--- config.mk ---
export PLATFORM = sky130hd
export DESIGN_NAME = instr_fetch_unit
export DESIGN_NICKNAME = d
export VERILOG_FILES = /design/src/rtl/fetch_pkg.sv /design/src/rtl/fetch_br_target.sv /design/src/rtl/instr_fetch_unit.sv
export SDC_FILE = /design/constraint.sdc
export NUM_CORES = 1
export LEC_CHECK = 0
export BUFFER_PORTS_ARGS = -buffer_cell sky130_fd_sc_hd__buf_2
export CORE_MARGIN = 2
export CORE_UTILIZATION = 46
export CTS_CLUSTER_DIAMETER = 30
export DETAILED_ROUTE_END_ITERATION = 10
export HOLD_SLACK_MARGIN = 0.06
export PLACE_DENSITY = 0.62
export SLEW_MARGIN = 0
export SYNTH_ARGS = -nofsm -noshare
export SYNTH_HDL_FRONTEND = slang
export SYNTH_SLANG_ARGS = --single-unit
--- constraint.sdc ---
create_clock -name clk -period 8 [get_ports clk]
set_input_delay 0 -clock clk [delete_from_list [all_inputs] [get_ports clk]]
set_output_delay 0 -clock clk [all_outputs]
set_load 0.01 [all_outputs]
--- src/rtl/fetch_pkg.sv ---
// Shared types and instruction-field constants for the instruction fetch unit.
package fetch_pkg;

  typedef enum logic [1:0] {
    FETCH,
    PREFETCH,
    BUFFERED,
    DRAIN
  } fetch_state_t;

  localparam int INSTR_WIDTH = 32;
  localparam int IMM26_MSB   = 25;
  localparam int IMM19_MSB   = 23;
  localparam int IMM19_LSB   = 5;

endpackage

--- src/rtl/fetch_br_target.sv ---
// Branch target resolution: pc + (sign-extended imm26 or imm19) * 4, wrapping.
module fetch_br_target
  import fetch_pkg::*;
#(
  parameter int ADDR_WIDTH = 64
) (
  input  logic [ADDR_WIDTH-1:0] pc_i,
  input  logic [IMM26_MSB:0]    opcode_i,
  input  logic                  uncond_i,
  output logic [ADDR_WIDTH-1:0] target_o
);

  localparam int IMM26_W = IMM26_MSB + 1;
  localparam int IMM19_W = IMM19_MSB - IMM19_LSB + 1;

  logic [ADDR_WIDTH-1:0] imm26_sext;
  logic [ADDR_WIDTH-1:0] imm19_sext;
  logic [ADDR_WIDTH-1:0] offset;

  assign imm26_sext = {{(ADDR_WIDTH-IMM26_W){opcode_i[IMM26_MSB]}}, opcode_i[IMM26_MSB:0]};
  assign imm19_sext = {{(ADDR_WIDTH-IMM19_W){opcode_i[IMM19_MSB]}}, opcode_i[IMM19_MSB:IMM19_LSB]};
  assign offset     = (uncond_i ? imm26_sext : imm19_sext) << 2;
  assign target_o   = pc_i + offset;

endmodule

--- src/rtl/instr_fetch_unit.sv ---
// Fetch stage: single-request imem handshake, one prefetch slot, and
// discard of in-flight fetches after a taken branch.
module instr_fetch_unit
  import fetch_pkg::*;
#(
  parameter int                    ADDR_WIDTH = 64,
  parameter logic [ADDR_WIDTH-1:0] RESET_PC   = '0
) (
  input  logic                   clk,
  input  logic                   reset,
  output logic                   imem_req,
  output logic [ADDR_WIDTH-1:0]  imem_addr,
  input  logic                   imem_ack,
  input  logic [INSTR_WIDTH-1:0] imem_rdata,
  output logic [INSTR_WIDTH-1:0] OPCode,
  output logic [ADDR_WIDTH-1:0]  pc_out,
  output logic                   instr_valid,
  input  logic                   id_ready,
  input  logic                   BrTaken,
  input  logic                   UncondBr
);

  localparam logic [ADDR_WIDTH-1:0] PC_STEP = ADDR_WIDTH'(4);

  fetch_state_t           state_q, state_d;
  logic [ADDR_WIDTH-1:0]  fetch_pc_q, fetch_pc_d;
  logic [ADDR_WIDTH-1:0]  redirect_pc_q, redirect_pc_d;
  logic [ADDR_WIDTH-1:0]  pc_out_q, pc_out_d;
  logic [INSTR_WIDTH-1:0] opcode_q, opcode_d;
  logic [INSTR_WIDTH-1:0] pf_instr_q, pf_instr_d;
  logic [ADDR_WIDTH-1:0]  br_target;
  logic                   consume;

  fetch_br_target #(
    .ADDR_WIDTH(ADDR_WIDTH)
  ) u_br_target (
    .pc_i     (pc_out_q),
    .opcode_i (opcode_q[IMM26_MSB:0]),
    .uncond_i (UncondBr),
    .target_o (br_target)
  );

  assign instr_valid = (state_q == PREFETCH) || (state_q == BUFFERED);
  assign imem_req    = !reset && (state_q != BUFFERED);
  assign imem_addr   = fetch_pc_q;
  assign OPCode      = opcode_q;
  assign pc_out      = pc_out_q;
  assign consume     = instr_valid && id_ready;

  always_comb begin
    state_d       = state_q;
    fetch_pc_d    = fetch_pc_q;
    redirect_pc_d = redirect_pc_q;
    pc_out_d      = pc_out_q;
    opcode_d      = opcode_q;
    pf_instr_d    = pf_instr_q;
    case (state_q)
      FETCH: begin
        if (imem_ack) begin
          opcode_d   = imem_rdata;
          pc_out_d   = fetch_pc_q;
          fetch_pc_d = fetch_pc_q + PC_STEP;
          state_d    = PREFETCH;
        end
      end
      PREFETCH: begin
        if (consume && BrTaken) begin
          // A taken branch makes the prefetch stale; drain it if still in flight.
          if (imem_ack) begin
            fetch_pc_d = br_target;
            state_d    = FETCH;
          end else begin
            redirect_pc_d = br_target;
            state_d       = DRAIN;
          end
        end else if (consume) begin
          if (imem_ack) begin
            opcode_d   = imem_rdata;
            pc_out_d   = fetch_pc_q;
            fetch_pc_d = fetch_pc_q + PC_STEP;
          end else begin
            state_d = FETCH;
          end
        end else if (imem_ack) begin
          pf_instr_d = imem_rdata;
          fetch_pc_d = fetch_pc_q + PC_STEP;
          state_d    = BUFFERED;
        end
      end
      BUFFERED: begin
        if (consume && BrTaken) begin
          fetch_pc_d = br_target;
          state_d    = FETCH;
        end else if (consume) begin
          opcode_d = pf_instr_q;
          pc_out_d = pc_out_q + PC_STEP;
          state_d  = PREFETCH;
        end
      end
      DRAIN: begin
        if (imem_ack) begin
          fetch_pc_d = redirect_pc_q;
          state_d    = FETCH;
        end
      end
      default: state_d = FETCH;
    endcase
  end

  always_ff @(posedge clk or posedge reset) begin
    if (reset) begin
      state_q       <= FETCH;
      fetch_pc_q    <= RESET_PC;
      redirect_pc_q <= '0;
      pc_out_q      <= RESET_PC;
      opcode_q      <= '0;
      pf_instr_q    <= '0;
    end else begin
      state_q       <= state_d;
      fetch_pc_q    <= fetch_pc_d;
      redirect_pc_q <= redirect_pc_d;
      pc_out_q      <= pc_out_d;
      opcode_q      <= opcode_d;
      pf_instr_q    <= pf_instr_d;
    end
  end

endmodule

## After elaboration in Yosys (flattened, before gate mapping)

Cells that the tools add are included.

| word-level totals | value |
|---|---|
| flip-flop bits (word level) | 258 |
| latch bits | 0 |
| RAM bits | 0 |
| ROM bits | 0 |
| output and inout port bits | 162 |
| logic and storage cells | 68 |
| memories kept | 0 |

| operators by class | value |
|---|---|
| $add $sub $neg | 3 |
| $mul | 0 |
| div/mod/pow operators | 0 |
| order comparisons | 0 |
| eq/ne operators | 15 |
| shifts and indexed selects | 0 |
| multiplexer cells | 29 |
| bitwise logic cells | 3 |
| reduce and logical (&&, ||, !) cells | 12 |

Operators by type and width:

| operator | count |
|---|---|
| two-way mux 64 bit | 10 |
| case mux 64 bit (4 select lines) | 1 |
| case mux 64 bit (3 select lines) | 1 |
| two-way mux 32 bit | 5 |
| adder 64 x 3 -> 64 bit (second input constant) | 2 |
| case mux 32 bit (3 select lines) | 1 |
| adder 64 bit | 1 |
| two-way mux 62 bit | 1 |
| two-way mux 2 bit | 9 |
| inequality test 2 bit (second input constant) | 7 |
| AND reduction 5 bit | 2 |
| inequality test 4 x 3 -> 1 bit (second input constant) | 2 |
| case mux 2 bit (4 select lines) | 1 |
| AND reduction 3 bit | 2 |
| equality test 2 bit (second input constant) | 2 |
| AND reduction 4 bit | 1 |
| logical AND 1 bit | 3 |
| inequality test 3 x 2 -> 1 bit (second input constant) | 1 |
| inequality test 3 bit (second input constant) | 1 |
| inverter 1 bit | 3 |
| nonzero test 3 bit | 1 |
| equality test 2 x 1 -> 1 bit (second input constant) | 1 |
| logical NOT 2 bit | 1 |
| inequality test 2 x 1 -> 1 bit (second input constant) | 1 |
| other kinds (2) | 2 |

## Logic depth before layout (Yosys ltp)

Gate-level depths: netlist of the first run.

| depth | value |
|---|---|
| depth after elaboration | 6 |
| gate-level depth with buffers | 17 |

## Hierarchy

From an unflattened synthesis of the first run, not the netlist that was laid out.

| second synthesis, totals | value |
|---|---|
| cell total of the unflattened synthesis | 2,049 |
| area, all modules | 17,929.7 µm² |

Modules (own cells, without submodules):

| module | instances | cells each | area each (µm²) | sequential area each (µm²) |
|---|---|---|---|---|
| instr_fetch_unit | 1 | 1,458 | 13,950.9 | 6,456.2 |
| fetch_br_target | 1 | 591 | 3,978.8 | 0.0 |

## Worst setup path after synthesis of the first run

No wires, ideal clock.

| timing path | value |
|---|---|
| path kind | reg2reg |
| from | reg opcode_q[23], in the netlist OPCode[23] |
| to | reg fetch_pc_q[61], in the netlist imem_addr[61] |
| setup time | 0.124 ns |
| arrival | 3.918 ns |
| data required time | 7.876 ns |
| slack | 3.958 ns |
| cell stages (with the launch flop) | 15 |
| clock period less this slack | 4.042 ns |
| cells stage by stage | dfrtp_1 -> nand2b_1 -> nand2_1 -> ha_1 -> buf_2 -> nand4_1 -> nor4_1 -> nand2_1 -> o221ai_1 -> o31ai_1 -> o31ai_1 -> nand3_1 -> nand2_1 -> xor2_1 -> a211o_1 |

| on the way | value |
|---|---|
| cells in the longest elaborated chain, start to end | 5 |

RTL lines:

| element | line | RTL |
|---|---|---|
| start: declaration | instr_fetch_unit.sv:29 | `logic [INSTR_WIDTH-1:0] opcode_q, opcode_d;` |
| start signal: assignment | instr_fetch_unit.sv:123 | `opcode_q <= opcode_d;` |
| two-way mux 62 bit * | fetch_br_target.sv:22 | `assign offset = (uncond_i ? imm26_sext : imm19_sext) << 2;` |
| adder 64 bit * | fetch_br_target.sv:23 | `assign target_o = pc_i + offset;` |
| two-way mux 64 bit | instr_fetch_unit.sv:69 | `if (imem_ack) begin` |
| two-way mux 64 bit | instr_fetch_unit.sv:67 | `if (consume && BrTaken) begin` |
| case mux 64 bit (4 select lines) * | instr_fetch_unit.sv:57 | `case (state_q)` |
| end signal: assignment | instr_fetch_unit.sv:120 | `fetch_pc_q <= fetch_pc_d;` |
| end: declaration | instr_fetch_unit.sv:26 | `logic [ADDR_WIDTH-1:0] fetch_pc_q, fetch_pc_d;` |

Every way passes the cells marked *; elsewhere a longest branch is shown, timed or not. The select of a mux whose other input is x is not followed.
A chain may end at the register's enable or synchronous reset.

## Final worst setup path of the first run

| timing path | value |
|---|---|
| from | reg opcode_q[23], in the netlist OPCode[23] |
| to | reg fetch_pc_q[55], in the netlist imem_addr[55] |

Same word-level chain as after synthesis.

==> impl_metrics.json, run 1 <==
{
  "r2r_start": "OPCode[23]",
  "async_flop_share": 1.00,
  "synth_most_common_cell": "nand2_1",
  "setup_viol": 0,
  "hold_depth": 3,
  "min_path_type": "in2reg",
  "synthTopCellsByCount": "339 x nand2_1, 258 x dfrtp_1, 200 x o21ai_0, 174 x a21oi_1, 110 x nor2_1",
  "wl_microns": 58300,
  "wl_per_cell_microns": 20.9,
  "grt.overflow.total": 0,
  "power.density_nw_per_um2": 513,
  "synth-seq-area-share": 0.374,
  "fin_crit_sh": 0.585,
  "switchingPower_mw": 4.97,
  "slowest_delay_ns": 0.85,
  "crit_path_cell_trace": "nand2b_1 -> nand2_1 -> buf_4 -> ha_1 -> nand4_1 -> nor4_1 -> nand2_1 -> o221ai_1 -> o31ai_1 -> o31ai_1 -> xor2_1 -> a221oi_1 -> o21ai_0",
  "post_synth.cell_area_avg_sq_um": 8.36,
  "cts-root-buf": "clkbuf_16",
  "n_antenna_cell": 0,
  "antenna_left": 0,
  "cts_max_path_buffers": 3,
  "cts.sinks": 258,
  "max_slew_margin": 0.161,
  "track_usage": 0.296,
  "holdWs_ns": 0.193,
  "netlist_area_sq_um": 17300,
  "post_dp_cell_area_sq_um": 18500,
  "cts_setup_buffers": 0,
  "yosys_warnings": 0,
  "num_rows": 70,
  "p_int_mw": 6.07,
  "antenna_found_initial": 0,
  "final_max_slew_viol_count": 0,
  "critPathTopFamily": "compound AO/OA/AOI/OAI gates",
  "path_buf_inv": 1,
  "p_clk_frac": 0.277,
  "min_to": "pf_instr_q[12]",
  "synth_top_area_cell": "dfrtp_1",
  "synth_top_area_frac": 0.374,
  "top_level_ports": 200,
  "portBuffers": 199,
  "syn_nets": 2171,
  "place_congestion": 0.914,
  "drc": 0,
  "die-area_sq_um": 39100,
  "power_mw": 11.0,
  "rrSetupSlack_ns": 3.32,
  "clk_pin_slew_ns": 0.04,
  "vias": 17100,
  "synth_edf_count": 0,
  "drtPass1Iterations": 6,
  "first_iter_violations": 1456,
  "critPathArrivalTime_ns": 5.13,
  "clock.fmax_mhz": 214,
  "htreeDepth": 3,
  "synth_top_flop_cell": "dfrtp_1",
  "vias_per_cell": 6.14,
  "end_kind": "flip-flop",
  "placedCellCount": 2615,
  "p_leak_nw": 9.75,
  "cp_max_fo": 37,
  "sw_frac_of_total": 0.450,
  "topRoutingLayerUsed": "met4",
  "die_w_microns": 198,
  "tightest_slew_ns": 1.25,
  "cts_made_buffers": 73,
  "finalHoldViolCount": 0,
  "area_growth_pct": 24.8,
  "fin_area_sq_um": 21500,
  "skew_ns": 0.0237,
  "hold_buffers": 40,
  "final_layout_size_suffix_gt1_frac": 0.191,
  "critPathKind": "reg2reg",
  "worst_path_max_delay_cell": "nor4_1",
  "ys_ff_latch": 258,
  "postCtsResizedCells": 0,
  "nNetsFinal": 2370,
  "grt_max_degree": 77,
  "min_period_ns": 4.68,
  "cp.required_ns": 8.45,
  "synth_cell_types": 80,
  "share_comb_of_total_power": 0.484,
  "stdcell_count": 2788,
  "synth.area.top_cells": "dfrtp_1 37%, nand2_1 7.4%, o21ai_0 5.8%, a21oi_1 5.0%, ha_1 5.0%",
  "dieHeight_microns": 198,
  "setup_tns_ns": 0,
  "r2r_end": "imem_addr[55]",
  "outcome": "completed",
  "p_seq_frac": 0.239,
  "max_cap_violations": 0,
  "cp-start-kind": "flip-flop",
  "ff2ff_path_depth": 13,
  "hpwl_microns": 39900,
  "wl_met2_microns": 26900,
  "drt-met1-wl_microns": 25800,
  "vdd_drop_max_uv": 254,
  "core_sq_um": 36800,
  "clock_latency_ns": 0.59,
  "route.met3.wl_microns": 3990,
  "rsz0062_at_grt": "no",
  "grt_pass1_vias": 16400,
  "holdCritStartpoint": "imem_rdata[12]",
  "start_util": 0.469,
  "grt_pass1_wl_microns": 91700,
  "tritoncts": "built",
  "syn_inst": 2063
}
-- sequential cells by signal (all words and copies together), names as in the netlist --
register / flops
pf_instr_q: 32
OPCode: 32
redirect_pc_q: 64
pc_out: 64
imem_addr: 64
state_q: 2
-- worst min-delay path, delay by kind of cell --
| kind | cells | cell delay [ns] |
|---|---|---|
| buffers and inverters | 2 | 0.61 |
| muxes | 1 | 0.13 |
-- per-layer routing --
layer	global-route usage	vias up
li1	-	8001
met1	0.406	8288
met2	0.473	683
met3	0.0581	135
met4	0.0913	0
met5	0	-
-- cell families after synthesis --
kind of cell             Yosys count  synth area share
AO/OA/AOI/OAI                    675             0.243
XOR/XNOR                          61            0.0310
adder cells (fa/ha/maj)           70            0.0512
buffers and inverters            168            0.0387
flip-flops                       258             0.374
multiplexers                     112            0.0695
AND/OR/NAND/NOR                  719             0.192
-- how the worst max path moves through the flow --
| stage | from | to | slack, ns | cells after the start |
|---|---|---|---|---|
| 4_1_cts | OPCode[23] | imem_addr[55] | 3.38 | 13 |
| 6_report | OPCode[23] | imem_addr[55] | 3.32 | 13 |
| 3_3_place_gp | UncondBr | imem_addr[61] | 3.36 | 15 |
| 5_1_grt | OPCode[23] | imem_addr[55] | 2.91 | 13 |
| 2_1_floorplan | reset | OPCode[0] | 0.90 | 1 |
| 3_5_place_dp | UncondBr | imem_addr[61] | 3.27 | 15 |
-- power by group through the flow --
stage / sequential (mW) / combinational, mW / clock [mW]
3_5_place_dp: 2.63 / 5.25 / 0
2_1_floorplan: 2.52 / 3.68 / 0
3_3_place_gp: 2.60 / 5.19 / 0
4_1_cts: 2.62 / 5.30 / 3.09
5_1_grt: 2.72 / 5.90 / 3.17
6_report: 2.64 / 5.35 / 3.06
-- layout by cell type, fill, tap and decap left out, drive strengths merged, types with 15 or more instances in the layout --
cell type | Yosys | layout
o21ai | 205 | 205
xnor2 | 33 | 33
clkbuf | 108 | 96
xor2 | 28 | 28
a21o | 38 | 38
nand3 | 86 | 86
dlygate4sd3 | 0 | 40
mux2i | 50 | 50
clkinv | 0 | 15
nand4 | 36 | 36
nor2 | 110 | 110
inv | 32 | 36
o22ai | 65 | 65
dfrtp | 258 | 258
mux2 | 62 | 62
a21oi | 174 | 174
buf | 28 | 220
ha | 69 | 69
and3 | 55 | 55
nand2 | 339 | 339
a31oi | 28 | 28
nor3 | 31 | 31
a22oi | 34 | 34
-- final cells by class --
cell class / count / area (sq um)
fillers: 3313 / 15200
multi-input cells: 1637 / 10200
flip-flops and latches: 258 / 6460
clock buffers: 96 / 2040
repair buffers: 260 / 1550
well taps: 468 / 586
clock inverters: 37 / 563
inverters: 32 / 128
-- per-stage QoR --
step,util,setup WS (ns)
5_1_grt,0.585,2.91
3_5_place_dp,0.504,3.27
2_1_floorplan,-,0.902
6_report,0.585,3.32
4_1_cts,0.585,3.38
3_3_place_gp,0.504,3.36
Power figures use the tool's default switching activity.
==> run 2: changes to the inputs <==
ABC_AREA = 1   (was default)
PLACE_DENSITY = 0.64   (was 0.62)
clock period = 4.16 ns   (was 8 ns; I/O delays follow)
==> impl_metrics.json, run 2 <==
{
  "final_util": 0.570,
  "setup_tns_ns": 0,
  "synth_cell_types": 60,
  "grt.overflow.total": 0,
  "final_cell_mix": "1,057 x nand2_1, 535 x inv_1, 309 x o21ai_0",
  "cts_made_buffers": 74,
  "holdWs_ns": 0.181,
  "final_layout_size_suffix_gt1_frac": 0.122,
  "end_kind": "flip-flop",
  "num_rows": 78,
  "r2r_end": "imem_addr[50]",
  "tightest_slew_ns": 1.16,
  "min_to": "pf_instr_q[0]",
  "synth_top_area_cell": "dfrtp_1",
  "sw_frac_of_total": 0.514,
  "die-area_sq_um": 47800,
  "min_path_type": "in2reg",
  "critPathArrivalTime_ns": 4.44,
  "vdd_drop_max_uv": 1210,
  "start_util": 0.467,
  "cp-start-kind": "flip-flop",
  "pre_cts_ws_ns": 0.352,
  "wl_per_cell_microns": 22.5,
  "synth_edf_count": 0,
  "setup_ws_ns": 0.224,
  "place_congestion": 1.05,
  "syn_nets": 3472,
  "p_seq_frac": 0.214,
  "area_growth_pct": 22.1,
  "n_antenna_cell": 0,
  "fillers": 4400,
  "max_cap_violations": 0,
  "htreeDepth": 3,
  "cts.sinks": 258,
  "final_max_slew_viol_count": 0,
  "max_slew_margin": 0.225,
  "p_clk_frac": 0.246,
  "layout_commonest_cell": "nand2_1",
  "netlist_area_sq_um": 21200,
  "skew_ns": 0.0357,
  "crit_path_cell_trace": "inv_1 -> o21ai_4 -> ha_1 -> nand2_1 -> inv_1 -> nand2_1 -> nor2_1 -> nor3b_1 -> nand3_1 -> nand4_1 -> nand3_1 -> nand2_1 -> nand2_1 -> a21boi_0",
  "power.density_nw_per_um2": 938,
  "setup_viol": 0,
  "cp.required_ns": 4.66,
  "drtPass1Iterations": 6,
  "ff2ff_path_depth": 14,
  "synthTopCellsByCount": "1,058 x nand2_1, 538 x inv_1, 310 x o21ai_0, 258 x dfrtp_1, 233 x nor2_1",
  "p_leak_nw": 13.3,
  "tritoncts": "built",
  "hpwl_microns": 73100,
  "slowest_delay_ns": 0.87,
  "grt_max_degree": 157,
  "synth_top_area_frac": 0.305,
  "ys_ff_latch": 258,
  "nNetsFinal": 3724,
  "track_usage": 0.399,
  "clk_pin_slew_ns": 0.05,
  "share_comb_of_total_power": 0.540,
  "r2r_start": "OPCode[25]",
  "vias_per_cell": 5.74,
  "grt_pass1_wl_microns": 142000,
  "vias": 24500,
  "yosys_warnings": 0,
  "synth-seq-area-share": 0.305,
  "rsz0062_at_grt": "no",
  "min_period_ns": 3.94,
  "drc": 0,
  "cp_common_cell": "nand2_1",
  "fin_crit_sh": 0.946,
  "portBuffers": 199,
  "cts_max_path_buffers": 3,
  "hold_depth": 3,
  "top_level_ports": 200,
  "finalHoldViolCount": 0,
  "worst_path_max_delay_cell": "o21ai_4",
  "grt_pass1_vias": 23500,
  "dieHeight_microns": 219,
  "outcome": "completed",
  "cp_max_fo": 37,
  "synth.area.top_cells": "dfrtp_1 30%, nand2_1 19%, inv_1 9.5%, o21ai_0 7.3%, nand3_1 4.3%",
  "cts-root-buf": "clkbuf_16",
  "async_flop_share": 1.00,
  "holdCritStartpoint": "imem_rdata[0]",
  "postCtsResizedCells": 0,
  "critPathKind": "reg2reg",
  "clock.fmax_mhz": 254,
  "clock_latency_ns": 0.62,
  "synth_top_flop_cell": "dfrtp_1",
  "wl_microns": 96000,
  "first_iter_violations": 2553,
  "synth_most_common_cell": "nand2_1",
  "core_sq_um": 45400,
  "post_synth.cell_area_avg_sq_um": 6.30,
  "switchingPower_mw": 12.5,
  "antenna_left": 0,
  "antenna_found_initial": 1,
  "syn_inst": 3364,
  "die_w_microns": 219,
  "cts_setup_buffers": 0,
  "rrSetupSlack_ns": 0.22,
  "p_int_mw": 11.8
}
## run 2: what timing repair did
action,CTS,global route
endpoints found under the setup margin,0,1
hold endpoints to repair,97,0
hold buffers,38,0
## run 2: cell type report
type / count / area (sq um) / area share
clock inverters: 37 / 543 / 0.0210
well taps: 600 / 751 / 0.0290
repair buffers: 281 / 1730 / 0.0669
multi-input cells: 2452 / 12200 / 0.473
flip-flops and latches: 258 / 6460 / 0.250
clock buffers: 98 / 2080 / 0.0805
inverters: 549 / 2070 / 0.0800
## run 2: stage by stage
stage	total power, mW	instances	area, sq um
finish	24.3	4275	25900
global route	25.7	4275	25900
floorplan	12.7	3364	21200
global placement	17.7	4102	22900
detailed placement	17.8	4102	22900
CTS	24.0	4275	25900
## run 2: worst max path at each step
stage,slack (ns),start,to,depth (start not counted)
global placement,0.29,OPCode[25],imem_addr[50],14
finish,0.22,OPCode[25],imem_addr[50],14
global route,0.03,OPCode[25],imem_addr[50],14
detailed placement,0.35,OPCode[25],imem_addr[50],14
CTS,0.31,OPCode[25],imem_addr[50],14
floorplan,0.58,OPCode[25],imem_addr[61],16
## run 2: power by group through the flow
stage                     registers, mW  logic, mW  clock network [mW]
final                              5.20       13.1                5.96
after global routing               5.26       14.3                6.13
after detailed placement           5.16       12.7                   0
after global placement             5.12       12.6                   0
after CTS                          5.14       12.8                5.99
after floorplan                    4.91       7.82                   0
## run 2: kinds of logic (layout without fill, tap and decap cells)
group,count (synthesis),after routing,share of synthesized area
xor gates and xnor gates,80,80,0.0331
muxes,12,12,0.00638
AOI/OAI and AO/OA,599,599,0.155
and+or+nand+nor,1691,1691,0.340
adders and majority gates,70,70,0.0417
DFF,258,258,0.305
buffers and inverters,654,965,0.119
## run 2: worst max-delay path, delay by kind of cell (launching register included)
| family | cells | cell delay (ns) |
|---|---|---|
| AND/OR/NAND/NOR | 9 | 1.75 |
| AO/OA/AOI/OAI | 2 | 1.11 |
| adder cells (fa/ha/maj) | 1 | 0.37 |
| flip-flops | 1 | 0.34 |
| buffers and inverters | 2 | 0.22 |
## run 2: metal layers
metal	vias up	part of all wire	GRT usage
met5	-	0.00014	0
met4	2	0.069	0.243
met3	273	0.083	0.0742
met2	1287	0.46	0.652
met1	11600	0.39	0.487
li1	11300	-	-
